### src/rtl/wb_stage_if.sv
// Execute-to-writeback bus: retiring instruction, load return data and
// register-file / hazard status driven back by the writeback stage.
interface wb_stage_if #(
  parameter int unsigned XLEN  = 32,
  parameter int unsigned CNT_W = 64
);
  localparam int unsigned OFF_W = $clog2(XLEN / 8);

  logic             ex_valid_in;
  logic             ex_ready_out;
  logic [2:0]       wb_mux_sel_in;
  logic             rf_wr_en_in;
  logic [4:0]       rd_addr_in;
  logic [XLEN-1:0]  alu_result_in;
  logic [XLEN-1:0]  imm_in;
  logic [XLEN-1:0]  iadder_in;
  logic [XLEN-1:0]  csr_data_in;
  logic [XLEN-1:0]  pc_plus_4_in;
  logic [1:0]       ld_size_in;
  logic             ld_unsigned_in;
  logic [OFF_W-1:0] ld_addr_in;
  logic [XLEN-1:0]  ld_data_in;
  logic             ld_valid_in;
  logic             rf_wr_en_out;
  logic [4:0]       rf_rd_addr_out;
  logic [XLEN-1:0]  rf_wr_data_out;
  logic             fwd_pending_out;
  logic [4:0]       fwd_pending_rd_out;
  logic             ld_err_out;
  logic [CNT_W-1:0] instret_out;

  modport slave (
    input  ex_valid_in, wb_mux_sel_in, rf_wr_en_in, rd_addr_in, alu_result_in,
           imm_in, iadder_in, csr_data_in, pc_plus_4_in, ld_size_in,
           ld_unsigned_in, ld_addr_in, ld_data_in, ld_valid_in,
    output ex_ready_out, rf_wr_en_out, rf_rd_addr_out, rf_wr_data_out,
           fwd_pending_out, fwd_pending_rd_out, ld_err_out, instret_out
  );

  modport master (
    output ex_valid_in, wb_mux_sel_in, rf_wr_en_in, rd_addr_in, alu_result_in,
           imm_in, iadder_in, csr_data_in, pc_plus_4_in, ld_size_in,
           ld_unsigned_in, ld_addr_in, ld_data_in, ld_valid_in,
    input  ex_ready_out, rf_wr_en_out, rf_rd_addr_out, rf_wr_data_out,
           fwd_pending_out, fwd_pending_rd_out, ld_err_out, instret_out
  );
endinterface

### src/rtl/wb_stage.sv
// STRV32I writeback stage: result select, load wait/align/extend with timeout,
// registered register-file write port, forwarding status and instret counter.
module wb_stage #(
  parameter int unsigned XLEN       = 32,
  parameter int unsigned LD_TIMEOUT = 15,
  parameter int unsigned CNT_W      = 64
) (
  input  logic      clk_in,
  input  logic      rst_in,
  wb_stage_if.slave wb
);
  localparam int unsigned OFF_W  = $clog2(XLEN / 8);
  localparam int unsigned TCNT_W = $clog2(LD_TIMEOUT + 1);

  typedef enum logic {IDLE, WAIT_LD} state_e;

  state_e           state_q, state_d;
  logic [4:0]       ld_rd_q, ld_rd_d;
  logic             ld_wen_q, ld_wen_d;
  logic [1:0]       ld_size_q, ld_size_d;
  logic             ld_uns_q, ld_uns_d;
  logic [OFF_W-1:0] ld_off_q, ld_off_d;
  logic [TCNT_W-1:0] tcnt_q, tcnt_d;
  logic             rf_wr_en_q, rf_wr_en_d;
  logic [4:0]       rf_rd_addr_q, rf_rd_addr_d;
  logic [XLEN-1:0]  rf_wr_data_q, rf_wr_data_d;
  logic             ld_err_q, ld_err_d;
  logic [CNT_W-1:0] instret_q, instret_d;

  logic [1:0]       al_size;
  logic             al_uns;
  logic [OFF_W-1:0] al_off;
  logic [XLEN-1:0]  shifted, field_top, ld_aligned, src_data;
  logic [6:0]       fld_w, pad;
  logic             accept;

  assign wb.ex_ready_out = (state_q == IDLE) && !rst_in;
  assign accept          = wb.ex_valid_in && wb.ex_ready_out;

  // Load alignment: in WAIT_LD the captured access attributes are used.
  always_comb begin
    al_size = (state_q == WAIT_LD) ? ld_size_q : wb.ld_size_in;
    al_uns  = (state_q == WAIT_LD) ? ld_uns_q  : wb.ld_unsigned_in;
    al_off  = (state_q == WAIT_LD) ? ld_off_q  : wb.ld_addr_in;
    shifted = wb.ld_data_in >> {al_off, 3'b000};
    case (al_size)
      2'd0:    fld_w = 7'd8;
      2'd1:    fld_w = 7'd16;
      2'd2:    fld_w = 7'd32;
      default: fld_w = (XLEN == 64) ? 7'd64 : 7'd32;
    endcase
    pad        = 7'(XLEN) - fld_w;
    // Field is moved to the top, then shifted back down to extend it.
    field_top  = shifted << pad;
    ld_aligned = al_uns ? (field_top >> pad) : XLEN'($signed(field_top) >>> pad);
  end

  always_comb begin
    case (wb.wb_mux_sel_in)
      3'b001:  src_data = ld_aligned;
      3'b010:  src_data = wb.imm_in;
      3'b011:  src_data = wb.iadder_in;
      3'b100:  src_data = wb.csr_data_in;
      3'b101:  src_data = wb.pc_plus_4_in;
      default: src_data = wb.alu_result_in;
    endcase
  end

  // Next-state and registered-output logic.
  always_comb begin
    state_d      = state_q;
    ld_rd_d      = ld_rd_q;
    ld_wen_d     = ld_wen_q;
    ld_size_d    = ld_size_q;
    ld_uns_d     = ld_uns_q;
    ld_off_d     = ld_off_q;
    tcnt_d       = tcnt_q;
    rf_wr_en_d   = 1'b0;
    rf_rd_addr_d = rf_rd_addr_q;
    rf_wr_data_d = rf_wr_data_q;
    ld_err_d     = ld_err_q;
    instret_d    = instret_q;
    case (state_q)
      IDLE: begin
        if (accept) begin
          if (wb.wb_mux_sel_in == 3'b001 && !wb.ld_valid_in) begin
            ld_rd_d   = wb.rd_addr_in;
            ld_wen_d  = wb.rf_wr_en_in;
            ld_size_d = wb.ld_size_in;
            ld_uns_d  = wb.ld_unsigned_in;
            ld_off_d  = wb.ld_addr_in;
            tcnt_d    = '0;
            state_d   = WAIT_LD;
          end else begin
            rf_wr_data_d = src_data;
            rf_rd_addr_d = wb.rd_addr_in;
            rf_wr_en_d   = wb.rf_wr_en_in && (wb.rd_addr_in != 5'd0);
            instret_d    = instret_q + CNT_W'(1);
          end
        end
      end
      WAIT_LD: begin
        if (wb.ld_valid_in) begin
          rf_wr_data_d = ld_aligned;
          rf_rd_addr_d = ld_rd_q;
          rf_wr_en_d   = ld_wen_q && (ld_rd_q != 5'd0);
          instret_d    = instret_q + CNT_W'(1);
          state_d      = IDLE;
        end else begin
          tcnt_d = tcnt_q + TCNT_W'(1);
          if (tcnt_d == TCNT_W'(LD_TIMEOUT)) begin
            ld_err_d = 1'b1;
            state_d  = IDLE;
          end
        end
      end
      default: state_d = IDLE;
    endcase
  end

  always_ff @(posedge clk_in) begin
    if (rst_in) begin
      state_q      <= IDLE;
      ld_rd_q      <= '0;
      ld_wen_q     <= 1'b0;
      ld_size_q    <= '0;
      ld_uns_q     <= 1'b0;
      ld_off_q     <= '0;
      tcnt_q       <= '0;
      rf_wr_en_q   <= 1'b0;
      rf_rd_addr_q <= '0;
      rf_wr_data_q <= '0;
      ld_err_q     <= 1'b0;
      instret_q    <= '0;
    end else begin
      state_q      <= state_d;
      ld_rd_q      <= ld_rd_d;
      ld_wen_q     <= ld_wen_d;
      ld_size_q    <= ld_size_d;
      ld_uns_q     <= ld_uns_d;
      ld_off_q     <= ld_off_d;
      tcnt_q       <= tcnt_d;
      rf_wr_en_q   <= rf_wr_en_d;
      rf_rd_addr_q <= rf_rd_addr_d;
      rf_wr_data_q <= rf_wr_data_d;
      ld_err_q     <= ld_err_d;
      instret_q    <= instret_d;
    end
  end

  assign wb.rf_wr_en_out       = rf_wr_en_q;
  assign wb.rf_rd_addr_out     = rf_rd_addr_q;
  assign wb.rf_wr_data_out     = rf_wr_data_q;
  assign wb.fwd_pending_out    = (state_q == WAIT_LD);
  assign wb.fwd_pending_rd_out = ld_rd_q;
  assign wb.ld_err_out         = ld_err_q;
  assign wb.instret_out        = instret_q;
endmodule

### src/flat_wrapper.sv
// flat-port wrapper written by rule: the top's interface ports become plain ports
module wb_stage_flat 
#(
  parameter int unsigned XLEN       = 32,
  parameter int unsigned LD_TIMEOUT = 15,
  parameter int unsigned CNT_W      = 64
)
  (clk_in, rst_in, wb_ex_valid_in, wb_wb_mux_sel_in, wb_rf_wr_en_in, wb_rd_addr_in, wb_alu_result_in, wb_imm_in, wb_iadder_in, wb_csr_data_in, wb_pc_plus_4_in, wb_ld_size_in, wb_ld_unsigned_in, wb_ld_addr_in, wb_ld_data_in, wb_ld_valid_in, wb_ex_ready_out, wb_rf_wr_en_out, wb_rf_rd_addr_out, wb_rf_wr_data_out, wb_fwd_pending_out, wb_fwd_pending_rd_out, wb_ld_err_out, wb_instret_out);
  wb_stage_if #(.XLEN(XLEN), .CNT_W(CNT_W)) wb_i ();
  input  logic clk_in;
  input  logic rst_in;
  input wire logic [$bits(wb_i.ex_valid_in)-1:0] wb_ex_valid_in;
  input wire logic [$bits(wb_i.wb_mux_sel_in)-1:0] wb_wb_mux_sel_in;
  input wire logic [$bits(wb_i.rf_wr_en_in)-1:0] wb_rf_wr_en_in;
  input wire logic [$bits(wb_i.rd_addr_in)-1:0] wb_rd_addr_in;
  input wire logic [$bits(wb_i.alu_result_in)-1:0] wb_alu_result_in;
  input wire logic [$bits(wb_i.imm_in)-1:0] wb_imm_in;
  input wire logic [$bits(wb_i.iadder_in)-1:0] wb_iadder_in;
  input wire logic [$bits(wb_i.csr_data_in)-1:0] wb_csr_data_in;
  input wire logic [$bits(wb_i.pc_plus_4_in)-1:0] wb_pc_plus_4_in;
  input wire logic [$bits(wb_i.ld_size_in)-1:0] wb_ld_size_in;
  input wire logic [$bits(wb_i.ld_unsigned_in)-1:0] wb_ld_unsigned_in;
  input wire logic [$bits(wb_i.ld_addr_in)-1:0] wb_ld_addr_in;
  input wire logic [$bits(wb_i.ld_data_in)-1:0] wb_ld_data_in;
  input wire logic [$bits(wb_i.ld_valid_in)-1:0] wb_ld_valid_in;
  output wire logic [$bits(wb_i.ex_ready_out)-1:0] wb_ex_ready_out;
  output wire logic [$bits(wb_i.rf_wr_en_out)-1:0] wb_rf_wr_en_out;
  output wire logic [$bits(wb_i.rf_rd_addr_out)-1:0] wb_rf_rd_addr_out;
  output wire logic [$bits(wb_i.rf_wr_data_out)-1:0] wb_rf_wr_data_out;
  output wire logic [$bits(wb_i.fwd_pending_out)-1:0] wb_fwd_pending_out;
  output wire logic [$bits(wb_i.fwd_pending_rd_out)-1:0] wb_fwd_pending_rd_out;
  output wire logic [$bits(wb_i.ld_err_out)-1:0] wb_ld_err_out;
  output wire logic [$bits(wb_i.instret_out)-1:0] wb_instret_out;
  assign wb_i.ex_valid_in = wb_ex_valid_in;
  assign wb_i.wb_mux_sel_in = wb_wb_mux_sel_in;
  assign wb_i.rf_wr_en_in = wb_rf_wr_en_in;
  assign wb_i.rd_addr_in = wb_rd_addr_in;
  assign wb_i.alu_result_in = wb_alu_result_in;
  assign wb_i.imm_in = wb_imm_in;
  assign wb_i.iadder_in = wb_iadder_in;
  assign wb_i.csr_data_in = wb_csr_data_in;
  assign wb_i.pc_plus_4_in = wb_pc_plus_4_in;
  assign wb_i.ld_size_in = wb_ld_size_in;
  assign wb_i.ld_unsigned_in = wb_ld_unsigned_in;
  assign wb_i.ld_addr_in = wb_ld_addr_in;
  assign wb_i.ld_data_in = wb_ld_data_in;
  assign wb_i.ld_valid_in = wb_ld_valid_in;
  assign wb_ex_ready_out = wb_i.ex_ready_out;
  assign wb_rf_wr_en_out = wb_i.rf_wr_en_out;
  assign wb_rf_rd_addr_out = wb_i.rf_rd_addr_out;
  assign wb_rf_wr_data_out = wb_i.rf_wr_data_out;
  assign wb_fwd_pending_out = wb_i.fwd_pending_out;
  assign wb_fwd_pending_rd_out = wb_i.fwd_pending_rd_out;
  assign wb_ld_err_out = wb_i.ld_err_out;
  assign wb_instret_out = wb_i.instret_out;
  wb_stage #(.XLEN(XLEN), .LD_TIMEOUT(LD_TIMEOUT), .CNT_W(CNT_W)) u_core (.clk_in(clk_in), .rst_in(rst_in), .wb(wb_i));
endmodule
### config.mk
export PLATFORM = sky130hd
export DESIGN_NAME = wb_stage_flat
export DESIGN_NICKNAME = d
export VERILOG_FILES = /design/src/rtl/wb_stage_if.sv /design/src/rtl/wb_stage.sv /design/src/flat_wrapper.sv
export SDC_FILE = /design/constraint.sdc
export NUM_CORES = 1
export LEC_CHECK = 0
export ABC_AREA = 1
export BUFFER_PORTS_ARGS = -buffer_cell sky130_fd_sc_hd__buf_2
export CAP_MARGIN = 20
export CORE_ASPECT_RATIO = 1.1
export CORE_UTILIZATION = 35
export CTS_BUF_LIST = sky130_fd_sc_hd__clkbuf_16
export DETAILED_ROUTE_END_ITERATION = 6
export GPL_TIMING_DRIVEN = 0
export PLACE_DENSITY = 0.66
export SETUP_SLACK_MARGIN = 0.15
export SKIP_CTS_REPAIR_TIMING = 1
export SLEW_MARGIN = 15
export SYNTH_ARGS = -nofsm -noshare
export SYNTH_HDL_FRONTEND = slang
export SYNTH_SLANG_ARGS = --single-unit
### constraint.sdc
create_clock -name clk_in -period 2.55 [get_ports clk_in]
set_clock_uncertainty 0.05 [all_clocks]
set_input_delay 0 -clock clk_in [delete_from_list [all_inputs] [get_ports clk_in]]
set_output_delay 0 -clock clk_in [all_outputs]
set_load 0.02 [all_outputs]
# Yosys cells after proc, flatten, opt, wreduce, memory -nomap -nowiden
# Index checks and enable logic that the tools add are counted.
dict set report word_totals {
  reg_bits 119
  in_bits 210
  output_inout_bits 110
  word_cells 78
}
dict set report classes {
  n_addsub 3
  eq_ne 12
  shifts 4
  mux 31
  bitwise_logic 2
  reduce_logical 14
}
# operator n
set ops {}
lappend ops {{64-bit two-way mux} 3}
lappend ops {{32-bit case mux with 5 select lines} 1}
lappend ops {{32-bit two-way mux} 4}
lappend ops {{64-bit case mux with 2 select lines} 1}
lappend ops {{64-bit by 1-bit adder with 64-bit output, second input constant} 1}
lappend ops {{32-bit case mux with 2 select lines} 1}
lappend ops {{32-bit by 7-bit left shift with 32-bit output} 1}
lappend ops {{32-bit by 5-bit >> shifter with 32-bit output} 1}
lappend ops {{32-bit by 7-bit >> shifter with 32-bit output} 1}
lappend ops {{32-bit by 7-bit >>> shifter with 32-bit output} 1}
lappend ops {{5-bit two-way mux} 3}
lappend ops {{4-bit two-way mux} 3}
lappend ops {{6-bit case mux with 2 select lines} 1}
lappend ops {{3-bit AND reduction} 4}
lappend ops {{5-bit case mux with 2 select lines} 1}
lappend ops {{5-bit nonzero test} 2}
lappend ops {{1-bit two-way mux} 8}
lappend ops {{2-bit inequality test, second input constant} 4}
lappend ops {{4-bit case mux with 2 select lines} 1}
lappend ops {{6-bit by 7-bit subtractor with 7-bit output, first input constant} 1}
lappend ops {{3-bit by 2-bit == test with 1-bit output, second input constant} 2}
lappend ops {{3-bit == test, second input constant} 2}
lappend ops {{1-bit logical AND} 5}
lappend ops {{4-bit by 1-bit adder with 4-bit output, second input constant} 1}
lappend ops {{9 further kinds} 13}

# Depth between registers and ports, before layout
# Gate-level depths: netlist (run 1).
dict set report logic_depth {
  ltp_word 11
  ltp_mapped 17
  ltp_nobuf 15
}

# Least setup slack after synthesis (run 1)
# Ideal clock, no wire load.
dict set report synth_timing {
  kind {reg2reg}
  startpoint {reg u_core.instret_q[0], in the netlist u_core.wb.instret_out[0]}
  endpoint {reg u_core.instret_q[48], in the netlist u_core.wb.instret_out[48]}
  setup_ns 0.133
  arrival_ns 1.856
  required_ns 2.367
  path_slack_ns 0.511
  path_stages_with_launch 13
  path_buffers 0
  period_less_slack_ns 2.039
  cell_sequence {dfxtp_1 > ha_1 > nand3_1 > nor2_1 > inv_1 > nor2_1 > nand2_1 > nor2_1 > nand4_1 > nor2_1 > nand2_1 > nor3_1 > nor3_1}
}
dict set report synth_between {
  elab_chain_cells 4
  elab_cells_between_ends 5
  cone_classes {1 x add/sub; 4 x mux}
}
# item line_no
set synth_lines {}
lappend synth_lines {{start, declared} wb_stage.sv:28} ;# logic [CNT_W-1:0] instret_q, instret_d;
lappend synth_lines {{start signal, assigned} wb_stage.sv:147} ;# instret_q <= instret_d;
lappend synth_lines {{64-bit by 1-bit adder with 64-bit output (*)} {wb_stage.sv:98, wb_stage.sv:107}}
lappend synth_lines {{64-bit two-way mux} wb_stage.sv:86} ;# if (wb.wb_mux_sel_in == 3'b001 && !wb.ld_valid_in) begin
lappend synth_lines {{64-bit two-way mux} wb_stage.sv:85} ;# if (accept) begin
lappend synth_lines {{64-bit case mux with 2 select lines (*)} wb_stage.sv:83} ;# case (state_q)
# Mark *: on every way between the ends. The rest lies on a longest branch, timed or not. The select of a mux whose other input is x is not followed.
# A chain may end at the register's enable or synchronous reset.

# Worst setup path in the final report (run 1)
# Same ends and word-level chain as after synthesis.

==> results.json, run 1 <==
{
  "drive_gt1_frac": 0.246,
  "synthesis.nets": 1576,
  "top_usage_layer": "met2",
  "portBuffers": 319,
  "max-clock-path-buffers": 2,
  "gr-usage-met2": 0.528,
  "clock_sink_count": 119,
  "drc_errors": 0,
  "latest_clock_arrival_within_the_worst_skew_pair_ns": 0.43,
  "power_density_nw_per_um2": 453,
  "drv_cap": 0,
  "floorplan.die.height_microns": 164,
  "outcome": "complete, but fails checks",
  "worstHoldEndpoint": "u_core.wb.rf_wr_data_out[22]",
  "syn_avg_cell_area_sq_um": 6.12,
  "synthArstFlopShare": 0,
  "final_design_area_no_fill_sq_um": 11100,
  "grt_antenna_before_repair": 1,
  "global_route.overflow_total": 0,
  "slew_viol_final": 0,
  "finalNetCount": 1943,
  "crit_arrival_ns": 2.54,
  "post_synth_instance_area_sq_um": 8340,
  "worst-path-max-fanout": 9,
  "mostFrequentLayoutCell": "sky130_fd_sc_hd__nand2_1",
  "starting_utilization_of_the_core_area": 0.360,
  "detail_route.vias_per_cell": 5.34,
  "cts_root_buf": "sky130_fd_sc_hd__clkbuf_16",
  "startpoint_type_of_the_worst_setup_path": "register",
  "core-area_sq_um": 23100,
  "placement.setup.worst_slack_ns": 0.0527,
  "pin_count_of_the_biggest_net_entering_global_routing": 17,
  "clk_pin_slew_ns": 0.06,
  "drtAntennaViolNets": 0,
  "gp_congestion": 0.979,
  "endpoint_kind": "register",
  "synth_ff_type": "sky130_fd_sc_hd__dfxtp_1",
  "global_route.usage.total": 0.305,
  "met1_usage": 0.372,
  "seq_area_frac_synth": 0.286,
  "synth.ff_latch_count": 119,
  "num_rows": 58,
  "power.ir.vdd_worst_mv": 0.334,
  "violations": "hold timing",
  "synth_cell_types": 53,
  "gr-usage-met3": 0.0561,
  "worst_r2r_endpoint": "u_core.wb.instret_out[48]",
  "cts_tree": "yes",
  "hold_viol": 14,
  "layout-area-overhead-vs-synth_pct": 33.3,
  "hold_path_depth": 5,
  "detail_route.wirelength_microns": 37300,
  "numPlacedInstances": 1982,
  "final_hold_slack_ns": -0.0541,
  "min-delay-start": "wb_alu_result_in[22]",
  "setup_tns_final_ns": 0,
  "first_global_vias": 10000,
  "worst-r2r-setup-slack_ns": 0.23,
  "final_cell_mix": "sky130_fd_sc_hd__nand2_1, sky130_fd_sc_hd__buf_2, sky130_fd_sc_hd__inv_1",
  "netlist_instances": 1363,
  "final.period_utilization": 0.911,
  "power.static_leakage_uw": 0.00516,
  "rsz0062_at_grt": "yes",
  "detail_route.first_pass.iterations": 5,
  "tightestPinTransition_ns": 0.898,
  "max_slew_margin_vs_limit": 0.401,
  "layout.filler_cells": 2491,
  "post-dp-hpwl_microns": 30200,
  "number_of_synthesized_flops_with_an_enable_pin": 0,
  "first_pass_grt_wire_length_microns": 56000,
  "worst-r2r-cell-count": 12,
  "critPathRequiredTime_ns": 2.77,
  "die_area_sq_um": 24500,
  "worst_r2r_startpoint": "u_core.wb.instret_out[0]",
  "pin_count": 320,
  "crit_path_category": "reg2reg",
  "finalCriticalPeriod_ns": 2.32,
  "antenna-diode-count": 0,
  "drt_iter0_markers": 868,
  "placement.cell_area_sq_um": 10300,
  "final-instance-count-excl-fill": 2042,
  "post-route-worst-setup-slack_ns": 0.226,
  "report.final.setup_viol": 0,
  "clock_tree.htree_level_count": 4,
  "fmax_mhz": 430,
  "wire_per_inst_microns": 18.3,
  "die-width_microns": 149,
  "synthesis.yosys.warnings": 0,
  "via_count": 10900,
  "cts-buffers-inserted": 17,
  "class_of_the_most_critical_hold_timing_path": "in2reg"
}
## stage by stage
stage | power, uW | utilization
floorplan | 2500 | -
finish | 5040 | 0.480
global route | 5240 | 0.480
CTS | 5020 | 0.467
detailed placement | 2950 | 0.446
global placement | 2950 | 0.446
## synth_stat cells (21+ instances only)
cell / count / area, sq um
sky130_fd_sc_hd__nor2_1: 122 / 458
sky130_fd_sc_hd__clkbuf_1: 34 / 128
sky130_fd_sc_hd__a21oi_1: 111 / 556
sky130_fd_sc_hd__nor3_1: 44 / 220
sky130_fd_sc_hd__o211ai_1: 27 / 203
sky130_fd_sc_hd__a22oi_1: 21 / 158
sky130_fd_sc_hd__dfxtp_1: 119 / 2380
sky130_fd_sc_hd__nand2_1: 378 / 1420
sky130_fd_sc_hd__nand3_1: 77 / 385
sky130_fd_sc_hd__o21ai_0: 92 / 460
sky130_fd_sc_hd__nand4_1: 49 / 307
sky130_fd_sc_hd__buf_2: 22 / 110
sky130_fd_sc_hd__inv_1: 141 / 529
## worst max-delay path, stage by stage (launching register included)
cell	delay [ns]
sky130_fd_sc_hd__dfxtp_4	0.41
sky130_fd_sc_hd__ha_1	0.18
sky130_fd_sc_hd__nand3_1	0.16
sky130_fd_sc_hd__nor2_1	0.14
sky130_fd_sc_hd__inv_1	0.12
sky130_fd_sc_hd__nor2_1	0.16
sky130_fd_sc_hd__nand2_1	0.08
sky130_fd_sc_hd__nor2_2	0.13
sky130_fd_sc_hd__nand4_1	0.18
sky130_fd_sc_hd__nor2_1	0.19
sky130_fd_sc_hd__nand2_1	0.14
sky130_fd_sc_hd__nor3_1	0.15
sky130_fd_sc_hd__nor3_1	0.06
## cell type report
| class | count | area [sq um] | share of cell area |
|---|---|---|---|
| Clock inverter | 14 | 71.3 | 0.00641 |
| Clock buffer | 17 | 425 | 0.0382 |
| Multi-Input combinational cell | 1033 | 5100 | 0.459 |
| Sequential cell | 119 | 2390 | 0.215 |
| Buffer | 65 | 323 | 0.0290 |
| Inverter | 146 | 553 | 0.0497 |
| Timing Repair Buffer | 348 | 1880 | 0.169 |
| Tap cell | 300 | 375 | 0.0337 |
## power breakdown
part / internal, uW / leakage (uW) / switching [uW] / total, uW
Sequential: 1910 / 0.000966 / 30.6 / 1940
Clock: 1200 / 0.000257 / 879 / 2080
Combinational: 378 / 0.00393 / 642 / 1020
Total: 3490 / 0.00516 / 1550 / 5040
## worst max path at each step
stage	from	end	slack (ns)	cells after the start
final	u_core.wb.instret_out[0]	u_core.wb.instret_out[48]	0.23	12
after global routing	u_core.wb.instret_out[0]	u_core.wb.instret_out[48]	0.08	12
after CTS	u_core.wb.instret_out[0]	u_core.wb.instret_out[48]	0.03	12
after detailed placement	u_core.wb.instret_out[0]	u_core.wb.instret_out[48]	0.05	12
after global placement	u_core.wb.instret_out[0]	u_core.wb.instret_out[48]	0.08	12
after floorplan	u_core.wb.instret_out[0]	u_core.wb.instret_out[48]	0.51	12
## metal layers
metal,part of all wire,wire [microns]
met1,0.40,15000
met2,0.48,18000
met3,0.080,2970
met4,0.035,1320
met5,0.00032,12
## cell families (layout without fill, tap and decap cells)
kind of cell | Yosys count | count (layout) | share of synthesized area
and+or+nand+nor | 720 | 720 | 0.385
AOI/OAI and AO/OA | 288 | 288 | 0.197
buffers and inverters | 211 | 590 | 0.105
xor gates and xnor gates | 22 | 22 | 0.0231
adders and majority gates | 3 | 3 | 0.00450
DFF | 119 | 119 | 0.286
## sequential cells by signal (all words and copies together), names as in the netlist
signal and cells:
u_core.ld_off_q 2, u_core.ld_size_q 2, u_core.ld_uns_q 1, u_core.ld_wen_q 1, u_core.tcnt_q 4, u_core.wb.fwd_pending_out 1
u_core.wb.fwd_pending_rd_out 5, u_core.wb.instret_out 64, u_core.wb.ld_err_out 1, u_core.wb.rf_rd_addr_out 5, u_core.wb.rf_wr_data_out 32, u_core.wb.rf_wr_en_out 1
(Power assumes the default switching activity.)
==> run 2: changes to the inputs <==
clock period = 2.8 ns   (was 2.55 ns; I/O delays follow)
==> run 2 against run 1 <==
Compared with the run above: the flow still finishes with violations (hold timing); count of clock-buffer cells in the layout is the same; global-route usage did not move; largest cell class unchanged; largest power group unchanged; sequential power decreased by 9%; highest routed layer unchanged; non-clock buffer count decreased by 2.
==> results.json, run 2 (synthesis gave the netlist of run 1 again) <==
{
  "outcome": "complete, but fails checks",
  "violations": "hold timing",
  "cts_root_buf": "sky130_fd_sc_hd__clkbuf_16",
  "category_of_cells_accounting_for_the_largest_share_of_critical_path_delay": "simple AND/OR/NAND/NOR gates",
  "worst_stage_delay_on_the_critical_path_ns": 0.45,
  "detail_route.wirelength_microns": 37200,
  "drv_cap": 0,
  "pin_count_of_the_biggest_net_entering_global_routing": 17,
  "final.period_utilization": 0.875,
  "die_area_sq_um": 24500,
  "rsz0062_at_grt": "no",
  "report.final.setup_viol": 0,
  "first_pass_grt_wire_length_microns": 56000,
  "setup_tns_final_ns": 0,
  "largest_register_ff_count": 64,
  "startpoint_type_of_the_worst_setup_path": "register",
  "drc_errors": 0,
  "num_rows": 58,
  "grt_antenna_before_repair": 1,
  "pin_count": 320,
  "final_cell_mix": "sky130_fd_sc_hd__nand2_1, sky130_fd_sc_hd__buf_2, sky130_fd_sc_hd__inv_1",
  "critPathRequiredTime_ns": 3.01,
  "worst_r2r_startpoint": "u_core.wb.instret_out[1]",
  "post-dp-hpwl_microns": 30200,
  "drive_gt1_frac": 0.240,
  "max-clock-path-buffers": 2,
  "worst-r2r-cell-count": 12,
  "first_global_vias": 10000,
  "detail_route.vias_per_cell": 5.30,
  "cp.buffers_inverters": 1,
  "power_uw": 4580,
  "path_common_cell": "sky130_fd_sc_hd__nor2_1",
  "timing.critical_path.slowest_stage_cell": "sky130_fd_sc_hd__dfxtp_1",
  "final_hold_slack_ns": -0.0491,
  "clock_tree.htree_level_count": 4,
  "crit_path_category": "reg2reg",
  "class_of_the_most_critical_hold_timing_path": "in2reg",
  "global_route.overflow_total": 0,
  "antenna-diode-count": 0,
  "cts-buffers-inserted": 17,
  "slew_viol_final": 0,
  "worst_r2r_endpoint": "u_core.wb.instret_out[48]",
  "detail_route.first_pass.iterations": 6,
  "final-instance-count-excl-fill": 2040,
  "crit_arrival_ns": 2.67,
  "die-width_microns": 149,
  "mostFrequentLayoutCell": "sky130_fd_sc_hd__nand2_1",
  "gp_congestion": 0.979,
  "core-area_sq_um": 23100,
  "clk_pin_slew_ns": 0.05,
  "endpoint_kind": "register",
  "tightestPinTransition_ns": 0.911,
  "worstSetupEndpoint": "u_core.wb.instret_out[48]",
  "layout-area-overhead-vs-synth_pct": 32.8,
  "cts_tree": "yes",
  "latest_clock_arrival_within_the_worst_skew_pair_ns": 0.42,
  "worst-r2r-setup-slack_ns": 0.35,
  "max_slew_margin_vs_limit": 0.393,
  "portBuffers": 319,
  "power.ir.vdd_worst_mv": 0.349,
  "drt_iter0_markers": 817,
  "fmax_mhz": 408,
  "instance_count_on_the_critical_path": 12,
  "timing.critical_path.cells": "ha_1 -> nand3_1 -> nor2_1 -> inv_1 -> nor2_1 -> nand2_1 -> nor2_1 -> nand4_1 -> nor2_1 -> nand2_1 -> nor3_1 -> nor3_1",
  "global_route.usage.total": 0.305,
  "wire_per_inst_microns": 18.2,
  "clock_sink_count": 119,
  "via_count": 10800,
  "worst-path-max-fanout": 4,
  "worstSetupStartpoint": "u_core.wb.instret_out[1]",
  "finalNetCount": 1941,
  "hold_viol": 12,
  "numPlacedInstances": 1982,
  "starting_utilization_of_the_core_area": 0.360,
  "floorplan.die.height_microns": 164,
  "finalCriticalPeriod_ns": 2.45,
  "drtAntennaViolNets": 0,
  "power.static_leakage_uw": 0.00514,
  "power_density_nw_per_um2": 413
}
-- run 2: layer usage --
| layer | up-vias | GRT usage | routed length, microns |
|---|---|---|---|
| li1 | 5296 | - | - |
| met1 | 4929 | 0.372 | 15100 |
| met2 | 521 | 0.528 | 17900 |
| met3 | 73 | 0.0561 | 2810 |
| met4 | 2 | 0.120 | 1340 |
| met5 | - | 0 | 12 |
-- run 2: how the worst min path moves through the flow --
stage	from	cells after the start	endpoint	slack, ns
floorplan	rst_in	1	wb_ex_ready_out	-0.02
detailed placement	wb_ld_unsigned_in	3	u_core.ld_uns_q	0.21
finish	wb_alu_result_in[22]	5	u_core.wb.rf_wr_data_out[22]	-0.05
CTS	wb_ld_unsigned_in	3	u_core.ld_uns_q	-0.24
global placement	wb_ld_unsigned_in	3	u_core.ld_uns_q	0.20
global route	wb_csr_data_in[21]	5	u_core.wb.rf_wr_data_out[21]	0.001
-- run 2: layout make-up --
| type | count | area, sq um |
|---|---|---|
| timing repair buffer | 346 | 1870 |
| buffer | 65 | 320 |
| tap | 300 | 375 |
| clock inverter | 14 | 71.3 |
| inverter | 146 | 553 |
| clock buffer | 17 | 425 |
| sequential | 119 | 2380 |
| multi-input combinational | 1033 | 5090 |
| fill | 2496 | 12100 |
-- run 2: power breakdown --
group          total (uW)  leakage, uW  internal [uW]  switching (uW)
Clock                1880     0.000257           1090             788
Sequential           1770     0.000966           1740            28.4
Combinational         928      0.00392            344             584
Total                4580      0.00514           3180            1400
-- run 2: tightest hold or removal path, cell delays in order --
cell and delay, ns:
sky130_fd_sc_hd__buf_2 0.08, sky130_fd_sc_hd__nand2_1 0.04, sky130_fd_sc_hd__nand4_1 0.07, sky130_fd_sc_hd__nand2_1 0.07
sky130_fd_sc_hd__a21oi_1 0.12
-- run 2: through the flow --
step / util / instance area [sq um] / worst slack (ns)
floorplan: - / 8340 / 0.761
global placement: 0.446 / 10300 / 0.328
detailed placement: 0.446 / 10300 / 0.303
CTS: 0.467 / 10800 / 0.278
global route: 0.479 / 11100 / 0.212
finish: 0.479 / 11100 / 0.349
